$ cat config.mk
export PLATFORM = sky130hd
export DESIGN_NAME = debounce_bank
export DESIGN_NICKNAME = d
export VERILOG_FILES = /design/src/rtl/debounce_bank.sv
export SDC_FILE = /design/constraint.sdc
export NUM_CORES = 1
export LEC_CHECK = 0
export CAP_MARGIN = 15
export CORE_UTILIZATION = 40
export DETAILED_ROUTE_END_ITERATION = 7
export PLACE_DENSITY_LB_ADDON = 0.25
export SLEW_MARGIN = 20
export SYNTH_ARGS = -nofsm -noshare
export SYNTH_HDL_FRONTEND = slang
export SYNTH_SLANG_ARGS = --single-unit
export TNS_END_PERCENT = 100
$ cat constraint.sdc
create_clock -name clk -period 1.6 [get_ports clk]
set_input_delay 0.24 -clock clk [delete_from_list [all_inputs] [get_ports clk]]
set_output_delay 0.24 -clock clk [all_outputs]
set_load 0.02 [all_outputs]
$ cat src/rtl/debounce_bank.sv
// Bank of independent switch debouncers: per-channel synchronizer, stability FSM,
// edge pulses and optional auto-repeat while a channel is held high.
module debounce_bank #(
  parameter int N_CH          = 4,
  parameter int STABLE_CYCLES = 8,
  parameter int SYNC_STAGES   = 2,
  parameter int EDGE_MODE     = 0,
  parameter int REPEAT_CYCLES = 0
) (
  input  logic            clk,
  input  logic            rst,
  input  logic [N_CH-1:0] sw,
  output logic [N_CH-1:0] level,
  output logic [N_CH-1:0] rise,
  output logic [N_CH-1:0] fall,
  output logic [N_CH-1:0] pulse,
  output logic            busy
);

  localparam int CW = $clog2(STABLE_CYCLES + 1);
  localparam logic [CW-1:0] CNT_LAST = CW'(STABLE_CYCLES - 1);
  localparam logic [CW-1:0] CNT_MAX  = '1;

  typedef enum logic [1:0] {
    ST_LOW    = 2'd0,
    ST_CHK_HI = 2'd1,
    ST_HIGH   = 2'd2,
    ST_CHK_LO = 2'd3
  } state_t;

  logic [N_CH-1:0] chk_vec;

  assign busy = |chk_vec;

  genvar gi;
  generate
    for (gi = 0; gi < N_CH; gi++) begin : g_ch
      logic [SYNC_STAGES-1:0] sync_q;
      logic                   s;
      state_t                 state_q, state_d;
      logic [CW-1:0]          cnt_q, cnt_d;
      logic                   level_q, level_d;
      logic                   rise_q, rise_d;
      logic                   fall_q, fall_d;
      logic                   pulse_q, pulse_d;
      logic                   legal;
      logic                   edge_pulse;
      logic                   rep_pulse;

      always_ff @(posedge clk or posedge rst) begin
        if (rst) begin
          sync_q <= '0;
        end else begin
          sync_q <= {sync_q[SYNC_STAGES-2:0], sw[gi]};
        end
      end

      assign s = sync_q[SYNC_STAGES-1];

      // Each check starts from count 1 (the sample that left the stable state)
      // and any opposite sample throws the partial count away.
      always_comb begin
        state_d = state_q;
        cnt_d   = cnt_q;
        legal   = 1'b1;
        case (state_q)
          ST_LOW: begin
            if (s) begin
              state_d = ST_CHK_HI;
              cnt_d   = CW'(1);
            end
          end
          ST_CHK_HI: begin
            if (!s) begin
              state_d = ST_LOW;
              cnt_d   = '0;
            end else if (cnt_q == CNT_LAST) begin
              state_d = ST_HIGH;
              cnt_d   = '0;
            end else if (cnt_q != CNT_MAX) begin
              cnt_d = cnt_q + CW'(1);
            end
          end
          ST_HIGH: begin
            if (!s) begin
              state_d = ST_CHK_LO;
              cnt_d   = CW'(1);
            end
          end
          ST_CHK_LO: begin
            if (s) begin
              state_d = ST_HIGH;
              cnt_d   = '0;
            end else if (cnt_q == CNT_LAST) begin
              state_d = ST_LOW;
              cnt_d   = '0;
            end else if (cnt_q != CNT_MAX) begin
              cnt_d = cnt_q + CW'(1);
            end
          end
          default: begin
            state_d = ST_LOW;
            cnt_d   = '0;
            legal   = 1'b0;
          end
        endcase
      end

      always_comb begin
        level_d = (state_d == ST_HIGH) || (state_d == ST_CHK_LO);
        rise_d  = legal && level_d && !level_q;
        fall_d  = legal && !level_d && level_q;
        case (EDGE_MODE)
          1:       edge_pulse = fall_d;
          2:       edge_pulse = rise_d || fall_d;
          default: edge_pulse = rise_d;
        endcase
        pulse_d = edge_pulse || rep_pulse;
      end

      if (REPEAT_CYCLES > 0) begin : g_rep
        localparam int RW = (REPEAT_CYCLES > 1) ? $clog2(REPEAT_CYCLES + 1) : 1;
        localparam logic [RW-1:0] REP_LAST = RW'(REPEAT_CYCLES - 1);
        localparam logic [RW-1:0] REP_MAX  = '1;
        logic [RW-1:0] rep_q, rep_d;
        logic          rep_fire;

        // Gating on the next level keeps a repeat from landing on the fall cycle.
        always_comb begin
          rep_d    = rep_q;
          rep_fire = 1'b0;
          if (rise_d || !level_d) begin
            rep_d = '0;
          end else if (rep_q == REP_LAST) begin
            rep_d    = '0;
            rep_fire = 1'b1;
          end else if (rep_q != REP_MAX) begin
            rep_d = rep_q + RW'(1);
          end
        end

        always_ff @(posedge clk or posedge rst) begin
          if (rst) begin
            rep_q <= '0;
          end else begin
            rep_q <= rep_d;
          end
        end

        assign rep_pulse = rep_fire;
      end else begin : g_norep
        assign rep_pulse = 1'b0;
      end

      always_ff @(posedge clk or posedge rst) begin
        if (rst) begin
          state_q <= ST_LOW;
          cnt_q   <= '0;
          level_q <= 1'b0;
          rise_q  <= 1'b0;
          fall_q  <= 1'b0;
          pulse_q <= 1'b0;
        end else begin
          state_q <= state_d;
          cnt_q   <= cnt_d;
          level_q <= level_d;
          rise_q  <= rise_d;
          fall_q  <= fall_d;
          pulse_q <= pulse_d;
        end
      end

      assign chk_vec[gi] = (state_q == ST_CHK_HI) || (state_q == ST_CHK_LO);
      assign level[gi]   = level_q;
      assign rise[gi]    = rise_q;
      assign fall[gi]    = fall_q;
      assign pulse[gi]   = pulse_q;
    end
  endgenerate

endmodule

# ---- After elaboration in Yosys (flattened, before gate mapping)
# Index checks and enable logic that the tools add are counted.
dict set report word_totals {
  regBits 44
  out_inout_bits 17
  wordCells 153
}
dict set report op_classes {
  reduce_logical 33
  eq_ne 36
  mux 56
  addsub 4
}
# cell n
set ops {}
lappend ops {{two-way mux 4 bit} 24}
lappend ops {{case mux 4 bit (4 select lines)} 4}
lappend ops {{two-way mux 2 bit} 24}
lappend ops {{== test 2 bit, second input constant} 16}
lappend ops {{case mux 2 bit (4 select lines)} 4}
lappend ops {{adder 4 x 1 -> 4 bit, second input constant} 4}
lappend ops {{== test 4 x 3 -> 1 bit, second input constant} 4}
lappend ops {{inequality test 2 bit, second input constant} 8}
lappend ops {{inequality test 4 bit, second input constant} 4}
lappend ops {{== test 2 x 1 -> 1 bit, second input constant} 4}
lappend ops {{logical AND 1 bit} 8}
lappend ops {{zero test 1 bit} 8}
lappend ops {{zero test 2 bit} 4}
lappend ops {{logical OR 1 bit} 8}
lappend ops {{AND reduction 2 bit} 4}
lappend ops {{OR reduction 4 bit} 1}

# ---- Depth between registers and ports, before layout
# Gate-level depths: netlist of run 1.
dict set report logic_depth {
  ltp_word 8
  mapped_depth 4
  mapped_depth_nobuf 4
}

# ---- Worst setup path after synthesis of run 1
# OpenSTA, ideal clock, no wires.
dict set report synth_path {
  kind {reg2out}
  startpoint {reg g_ch[2].state_q[0]}
  endpoint {out busy}
  path_slack_ns 0.226
  stages_incl_launch_ff 3
  arrival_ns 1.134
  cell_sequence {dfrtp_1 > clkbuf_1 > or4_1}
}
dict set report synth_between {
  elab_chain_len 3
}
# item line_no
set synth_rtl {}
lappend synth_rtl {{start: declaration} 40} ;# state_t state_q, state_d;
lappend synth_rtl {{start signal: assignment} 164} ;# state_q <= state_d;
lappend synth_rtl {{== test 2 x 1 -> 1 bit or == test 2 bit (tied branches)} 173} ;# assign chk_vec[gi] = (state_q == ST_CHK_HI) || (state_q == ST_CHK_LO);
lappend synth_rtl {{logical OR 1 bit *} 173}
lappend synth_rtl {{OR reduction 4 bit *} 33} ;# assign busy = |chk_vec;
lappend synth_rtl {{end: declaration} 17} ;# output logic busy
# Mark *: on every way between the ends. The rest lies on a longest branch, timed or not.

# ---- Final worst setup path of run 1
# Same ends and word-level chain as after synthesis.

==> flow_summary.toml, run 1 <==
[sta]
maxSlewViolCount = 0
max_freq_mhz = 628.8
setup_viol_count_final = 0
tightest_slew_ps = 438.5
finalClockSkew_ps = 3.465
slew_headroom_pct = 70.56
grt_setup_unrepaired = "true"
period_share_pct = 99.40
finalHoldViolations = 0
finalSetupTns_ps = 0
fin_crit_ps = 1590

[floorplanning]
ios = 23
core_um2 = 4414
die_area_um2 = 4928
die_y_um = 70.20
start_util_pct = 42.15
die_x_um = 70.20
row_count = 24

[grt]
grt_pass1_vias = 1256
grtUsageTotal_pct = 15.13
grt_pass1_wl_mm = 5.740
grt_overflow = 0
grt_max_degree = 41
antenna_found_initial = 0

[synth]
netlist_instances = 166
ys_warn_count = 0
synthSimpleGateAreaFrac_pct = 17.08
synth_top_area_share_pct = 53.80
synth_xor_area_share_pct = 5.582
synth_area_um2 = 1861
synthMuxAreaShare_pct = 2.959
synth_compound_area_share_pct = 10.36
synth_cell_types = 35
ys_ff_latch = 40
synthAdderAreaFrac_pct = 2.690
synth-seq-area-share_pct = 53.80
synth_area_leaders = "dfrtp_1 54%, buf_4 6.5%, o22ai_1 4.4%, nand4b_1 3.3%, nand2_1 3.2%"
syn_area_per_cell_um2 = 11.21
synth_nets = 176
synth.largest_area_cell = "dfrtp_1"
synth_top_family_by_area = "simple AND/OR/NAND/NOR gates"

[drt]
viasPerCell = 5.393
vias = 1262
postRouteAntennaNets = 0
wl_per_cell_um = 14.17
dr.pass1.iters = 4
drc = 0
first_iter_violations = 64
wirelength_mm = 3.316

[layout]
insertedDiodeCount = 0
fillers = 389
seq_area_um2 = 1001
fin_nets = 191
syn_to_final_growth_pct = 16.81
multi_input_area_um2 = 725.7
final_cells = 234
drive_gt1_share_pct = 10.99

[cts]
numCtsBuffers = 5
clock_latency_ps = 280
cts_max_level = 2
cts_tree = "built"
clk_pin_slew_ps = 70
cts_buffer_depth = 2
ctsHoldBuffers = 0
root_buffer = "clkbuf_8"
postCtsSetupRepairBufs = 0
cts.sinks = 40

[critical_path]
critPathLaunchType = "flip-flop"
r2r_slack_ps = 110
worstPathCellList = "or4_4 > buf_6"
cp_num_buf_inv = 1
cpPeakStageDelay_ps = 540
crit_type = "flip-flop to output pin"
required_ps = 1360
cp-end-kind = "output pin"
crit_family = "simple AND/OR/NAND/NOR gates"
critPathMaxFanout = 2
cp_slowest_cell = "or4_4"
cp.arrival_ps = 1350

[min_path]
hold_path_class = "primary input to async pin"

[pwr]
power.density_nw_per_um2 = 1275
power_w = 0.002771
p_leak_nw = 0.9564
vdd_drop_max_mv = 0.6313

[run]
drv_cap = 0

[outcome]
outcome = "completed"

[place]
dp_hpwl_mm = 2.262
placedCellCount = 226
portBuffers = 22
globalplace.congestion = 0.7304
## placed cells by master (no fill, tap or decap), types with 2 or more instances in the layout
cell             Yosys  layout
o211ai_1             2       2
nand2_1             16      16
ha_1                 4       3
nor3b_1              8       8
o22ai_1             13      13
or2_2                2       2
a31oi_1              2       2
a22oi_1              3       3
buf_4               16       4
o21ai_0              2       2
mux2_1               3       3
clkbuf_8             0       5
and3_1               4       4
xnor2_1              4       4
nand4_1              2       2
and2_1               3       3
nor2_1               5       5
nand4b_1             7       7
inv_1                2       2
xor2_1               6       6
clkdlybuf4s50_1      0      17
dlygate4sd2_1        0       4
a21oi_1              7       7
dfrtp_1             40      40
## sequential cells by signal, summed over array words and instances, names as in the netlist
register,flops
g_ch.cnt_q,16
g_ch.sync_q,8
g_ch.level_q,4
g_ch.state_q,4
g_ch.pulse_q,4
g_ch.fall_q,4
## through the flow
step / hold slack [ps] / area [µm²] / util [%] / setup WS [ps]
floorplan: 271.4 / 1861 / - / 226.2
global placement: 335.2 / 2063 / 46.74 / -86.88
detailed placement: 335.5 / 2063 / 46.74 / -84.02
CTS: 305.2 / 2161 / 48.95 / -39.27
global route: 323.0 / 2173 / 49.23 / -23.90
finish: 303.1 / 2173 / 49.23 / 9.668
## cell families after synthesis
kind of cell	after synthesis
xor+xnor	11
simple gates	54
mux	5
compound gates	31
buf+inv	21
flops	40
fa+ha+maj	4
## repair_timing
action,in CTS,in global routing
resized for setup,8,4
pin swaps,0,0
endpoints found under the setup margin,5,2
hold endpoints to repair,0,0
## Yosys cell counts
master    instances
a22oi_1           3
nor2_2            1
and3_1            4
o22ai_1          13
nor2b_1           1
nand2b_1          1
inv_1             2
nor3b_1           8
buf_4            16
and4_1            1
mux2_1            3
xor2_1            6
nand3_1           1
dfrtp_1          40
a21o_1            1
a31oi_1           2
nand4_1           2
xnor2_1           4
xor2_2            1
nand4b_1          7
o211ai_1          2
a21oi_1           7
ha_1              4
nor4b_1           1
mux2i_1           1
mux2_2            1
nand2_1          16
clkbuf_1          2
and2_1            3
nor2_1            5
buf_2             1
a211o_1           1
or4_1             1
or2_2             2
o21ai_0           2
## report_power, final
group	total [W]	internal [W]	switching (W)
registers	0.00133	0.00115	0.000174
clock network	0.000790	0.000463	0.000328
logic	0.000655	0.000318	0.000337
## final timing paths
path                       depth (start not counted)               start                 to
hold / removal                                     3                 rst     g_ch[3].fall_q
setup / recovery                                   2  g_ch[2].state_q[0]               busy
max in group asynchronous                          3                 rst   g_ch[1].cnt_q[2]
hold reg to reg                                    0   g_ch[2].sync_q[0]  g_ch[2].sync_q[1]
min in group clk                                   0   g_ch[2].sync_q[0]  g_ch[2].sync_q[1]
setup reg to reg                                   4    g_ch[2].cnt_q[0]    g_ch[2].level_q
## layer usage
| layer | vias to the layer above | wire length [µm] | part of all wire (%) | track usage, % |
|---|---|---|---|---|
| li1 | 613 | - | - | - |
| met1 | 599 | 1460 | 44 | 18.92 |
| met2 | 42 | 1635 | 49 | 23.93 |
| met3 | 8 | 166 | 5.0 | 4.473 |
| met4 | 0 | 54 | 1.6 | 7.333 |
| met5 | - | 0 | 0 | 0 |
## worst register-to-register path: cells and delay by family (launching register included)
family | cells | cell delay, ps
and+or+nand+nor | 2 | 410
muxes | 1 | 330
adders and majority gates | 1 | 230
DFF | 1 | 400
## layout make-up
type,instances,area share (%)
sequential,40,46.06
multi-input combinational,105,33.39
timing repair buffer,27,12.26
clock buffer,6,3.339
tap,52,2.994
clock inverter,2,1.612
inverter,2,0.3454
No activity file was read; power rests on OpenSTA's default activity.
==> run 2, diff against run 1 <==
--- a/config.mk
+++ b/config.mk
@@ -7,6 +7,7 @@
 export LEC_CHECK = 0
 export CAP_MARGIN = 15
 export CORE_UTILIZATION = 40
+export CTS_BUF_LIST = sky130_fd_sc_hd__clkbuf_4 sky130_fd_sc_hd__clkbuf_8 sky130_fd_sc_hd__clkbuf_16
 export DETAILED_ROUTE_END_ITERATION = 7
 export PLACE_DENSITY_LB_ADDON = 0.25
 export SLEW_MARGIN = 20
==> run 2 against run 1 <==
Effect of this change: clock-buffer cell count did not move; clock power grew 3.0%; global-route usage is 0.062 points lower; highest routed layer unchanged.
==> flow_summary.toml, run 2 (synthesized netlist as in run 1, its figures left out) <==
[outcome]
outcome = "completed"

[pwr]
clkPwrFrac_pct = 29.1
p_switching_w = 0.0008445
vdd_drop_max_mv = 0.6372
switching_share_pct = 30.20
power.density_nw_per_um2 = 1283
p_int_w = 0.001952
p_leak_nw = 0.9599
p_comb_share_pct = 23.5
sequentialPowerShare_pct = 47.4

[layout]
largest-register = "g_ch.cnt_q"
largest_reg_flops = 16
final_common_cell = "dfrtp_1"
mostFrequentLayoutCells = "40 x dfrtp_1, 17 x clkdlybuf4s50_1, 16 x nand2_1"
syn_to_final_growth_pct = 17.15
fin_nets = 191
fin_area_um2 = 2180
insertedDiodeCount = 0
drive_gt1_share_pct = 12.09
fillers = 391
largest_registers = "g_ch.cnt_q x16, g_ch.sync_q x8"

[sta]
finalHoldViolations = 0
maxSlewViolCount = 0
setup_viol_count_final = 0
tightest_slew_ps = 438.7
finalSetupTns_ps = 0
slew_headroom_pct = 70.54
max_freq_mhz = 626.3
period_share_pct = 99.79
hold_slack_ps = 299.7
finalClockSkew_ps = 5.690
grt_setup_unrepaired = "true"
fin_crit_ps = 1597

[drt]
drc = 0
postRouteAntennaNets = 0
dr.pass1.iters = 4
viasPerCell = 5.393
vias = 1262
wl_per_cell_um = 14.10
wirelength_mm = 3.300
first_iter_violations = 66

[cts]
cts_tree = "built"
root_buffer = "clkbuf_8"
clock_latency_ps = 290
cts.sinks = 40
cts_buffer_depth = 2
cts_max_level = 2
clk_pin_slew_ps = 80
numCtsBuffers = 5

[min_path]
hold_path_class = "primary input to async pin"

[floorplanning]
die_y_um = 70.20
row_count = 24
ios = 23
core_um2 = 4414
die_x_um = 70.20
die_area_um2 = 4928
start_util_pct = 42.15

[place]
portBuffers = 22
placedInstanceArea_um2 = 2063
globalplace.congestion = 0.7304
dp_hpwl_mm = 2.262

[grt]
grt_pass1_vias = 1240
grt_pass1_wl_mm = 5.706
top_usage_layer = "met2"
grt_max_degree = 41
grtUsageTotal_pct = 15.07
met1_usage_pct = 19.02
antenna_found_initial = 0
use_met2_pct = 23.61
gr-usage-met3_pct = 4.473
grt_overflow = 0

[critical_path]
cp-end-kind = "output pin"
critPathMaxFanout = 2
critPathLaunchType = "flip-flop"
r2r-start = "g_ch[3].cnt_q[0]"
crit_type = "flip-flop to output pin"
cp.arrival_ps = 1360
crit_start = "g_ch[2].state_q[0]"
reg2reg_depth = 4
required_ps = 1360

[run]
drv_cap = 0
==> run 2: final cells by class <==
class / instances / area (µm²) / share of cell area (%)
clock inverter: 2 / 35.03 / 1.607
inverter: 2 / 7.507 / 0.3444
timing repair buffer: 27 / 266.5 / 12.23
clock buffer: 6 / 76.32 / 3.502
multi-input combinational: 105 / 728.2 / 33.41
sequential: 40 / 1001 / 45.92
tap: 52 / 65.06 / 2.985
==> run 2: worst max-delay path: stages (launching register included) <==
cell and delay, ps:
dfrtp_1 380, or4_4 540, buf_6 150
==> run 2: final timing paths <==
check	end	slack, ps
min	g_ch[3].fall_q	300
min in group clk	g_ch[2].sync_q[1]	350
min reg2reg	g_ch[2].sync_q[1]	350
max	busy	3
max reg2reg	g_ch[3].cnt_q[3]	130
max in group asynchronous	g_ch[1].cnt_q[2]	1110
==> run 2: power by group through the flow <==
stage                     sequential [W]  clock, W  combinational [W]
after global routing             0.00135  0.000885           0.000729
after detailed placement         0.00134         0           0.000656
final                            0.00132  0.000814           0.000657
after global placement           0.00132         0           0.000610
after CTS                        0.00132  0.000843           0.000647
after floorplan                  0.00130         0           0.000496
==> run 2: what timing repair did <==
item	CTS	global route
pin swaps	0	0
setup buffers	0	0
gates resized for setup	8	5
hold buffers	0	0
setup endpoints to repair	5	3
==> run 2: per-stage QoR <==
stage | worst slack, ps | power (W) | util [%] | cells
detailed placement | -84.02 | 0.001993 | 46.74 | 226
global placement | -86.88 | 0.001929 | 46.74 | 226
global route | -30.19 | 0.002966 | 49.38 | 234
CTS | -42.16 | 0.002809 | 49.04 | 234
finish | 3.321 | 0.002796 | 49.38 | 234
floorplan | 226.2 | 0.001799 | - | 166
==> run 2: metal layers <==
metal	wire, µm	vias to the layer above	share of wire, %
li1	-	612	-
met1	1474	608	45
met2	1604	33	49
met3	146	9	4.4
met4	74	0	2.2
met5	0	-	0
==> variant (flow settings as in run 1) <==
The parameter `STABLE_CYCLES` goes from 8 to 16.
--- a/src/rtl/debounce_bank.sv
+++ b/src/rtl/debounce_bank.sv
@@ -2,7 +2,7 @@
 // edge pulses and optional auto-repeat while a channel is held high.
 module debounce_bank #(
   parameter int N_CH          = 4,
-  parameter int STABLE_CYCLES = 8,
+  parameter int STABLE_CYCLES = 16,
   parameter int SYNC_STAGES   = 2,
   parameter int EDGE_MODE     = 0,
   parameter int REPEAT_CYCLES = 0
Function: same outputs for any inputs over 10 cycles, from zero or initial values and one cycle with rst high; that may be too few to reach the edited logic, so the function may still have changed.
==> variant against run 1 <==
Design area is 17% higher; final cell count increased by 27%; worst setup slack about the same; area after synthesis up 14%; hold slack got worse by 0.10 ns; sequential cell count rose by 5; core utilization rose by 0.45 points; routed wire length rose by 6.8%; highest routed layer unchanged.
Power is not compared: it rests on default switching activity, and its combinational part moved more than twofold at a synthesized area within 25%.
==> variant: results (changes against run 1) <==
metric;value;unit;change
antenna_found_initial;0;;unchanged
worstPathMaxFanout;2;;unchanged
ys_top_cells_by_area;dfrtp_1 (53%), buf_4 (5.6%), nand2_1 (5.1%);;was dfrtp_1 (54%), buf_4 (6.5%), o22ai_1 (4.4%)
dp_hpwl;2530;µm;was 2260 µm
grt_max_degree;33;;was 41
gp_congestion;0.814;;was 0.730
synth_top_flop_cell;dfrtp_1;;unchanged
cp-startpoint;g_ch[3].state_q[0]$_DFF_PP0_;;was g_ch[2].state_q[0]$_DFF_PP0_
h-tree-depth;2;;unchanged
ys_seq_area_share;52.9;%;was 53.8%
ys_async_sr_fraction;100;%;unchanged
p_leak;1.09;nW;
path_clk_slew;0.09;ns;was 0.07 ns
dr.pass1.iters;4;;unchanged
fin_worst_skew;0.00924;ns;was 0.00347 ns
wl_per_cell;11.9;µm;was 14.2 µm
ir_worst_vdd;0.605;mV;
clock_latency;0.30;ns;was 0.28 ns
reg_top3;g_ch.cnt_q: 20 flops, g_ch.sync_q: 8 flops, g_ch.state_q: 5 flops;;was g_ch.cnt_q: 16 flops, g_ch.sync_q: 8 flops
hold_path_class;primary input to async pin;;unchanged
status;complete, no violations;;unchanged
drtIter0Drc;114;;was 64
r2r-start;g_ch[2].cnt_q[0]$_DFFE_PP0P_;;unchanged
layout.nets;237;;was 191
grt_usage;14.3;%;was 15.1%
diodes;0;;unchanged
clockRootBuffer;clkbuf_8;;unchanged
syn_nets;213;;was 176
cts_buffer_depth;2;;unchanged
cts_made_buffers;5;;unchanged
synth_top_cells_by_count;dfrtp_1 (45), nand2_1 (29), buf_4 (16);;was dfrtp_1 (40), buf_4 (16), nand2_1 (16)
crit_arrival;1.35;ns;about the same
drive_above_1_share;15.8;%;was 11.0%
worstMarginPinSlew;0.323;ns;was 0.439 ns
drt-vias-per-instance;5.03;;was 5.39
synth_cell_types;40;;was 35
grt_pass1_vias;1361;;was 1256
grt_pass1_wl;6030;µm;was 5740 µm
## variant: power by group
group | internal (mW) | switching (mW) | total, mW
combinational | 0.101 | 0.103 | 0.204
clock | 0.508 | 0.395 | 0.903
sequential | 1.18 | 0.0412 | 1.22
## variant: final timing paths
path | endpoint | slack [ns] | depth (start not counted)
worst max-delay path | busy | 0.01 | 2
worst min-delay path | g_ch[3].sync_q[0]$_DFF_PP0_ | 0.20 | 2
worst max register to register | g_ch[2].fall_q$_DFF_PP0_ | 0.12 | 5
worst min register to register | g_ch[0].sync_q[1]$_DFF_PP0_ | 0.35 | 0
max in group asynchronous | g_ch[2].sync_q[1]$_DFF_PP0_ | 0.93 | 3
min in group clk | g_ch[0].sync_q[1]$_DFF_PP0_ | 0.35 | 0
## variant: cell families (layout without fill, tap and decap cells)
group	count (synthesis)	count (layout)	share of synthesized area (%)
and+or+nand+nor	76	76	20.0
DFF	45	45	52.9
AOI/OAI and AO/OA	42	42	12.6
buffers and inverters	27	52	7.64
xor gates and xnor gates	6	6	2.82
adders and majority gates	4	4	2.35
muxes	3	3	1.65
## variant: routing by layer
metal  part of all wire, %  track usage (%)
met5                     0                0
met4                   1.6             5.66
met1                    48             18.1
met2                    47             22.8
met3                   2.8             4.55
## variant: cell type report
cell class | count | area, µm²
Clock inverter | 2 | 37.5
Sequential cell | 45 | 1130
Multi-Input combinational cell | 131 | 846
Tap cell | 70 | 87.6
Inverter | 10 | 37.5
Clock buffer | 6 | 82.6
Fill cell | 484 | 2570
Timing Repair Buffer | 34 | 320
## variant: timing repair
action / CTS / global route
buffers inserted: 0 / 0
pin swaps: 0 / 1
setup endpoints to repair: 4 / 2
resized for setup: 7 / 4
## variant: per-stage QoR
| stage | cells | power [mW] | setup WS, ns | instance area [µm²] |
|---|---|---|---|---|
| after global routing | 298 | 2.42 | -0.0277 | 2540 |
| after floorplan | 203 | 1.37 | 0.186 | 2130 |
| after detailed placement | 290 | 1.45 | -0.0944 | 2410 |
| after CTS | 298 | 2.35 | -0.0487 | 2520 |
| final | 298 | 2.33 | 0.0100 | 2540 |
| after global placement | 290 | 1.44 | -0.0889 | 2410 |
## variant: worst max-delay path, stage by stage (launching register included)
cell and delay (ns):
dfrtp_1 0.38, or4_4 0.53, buf_6 0.15
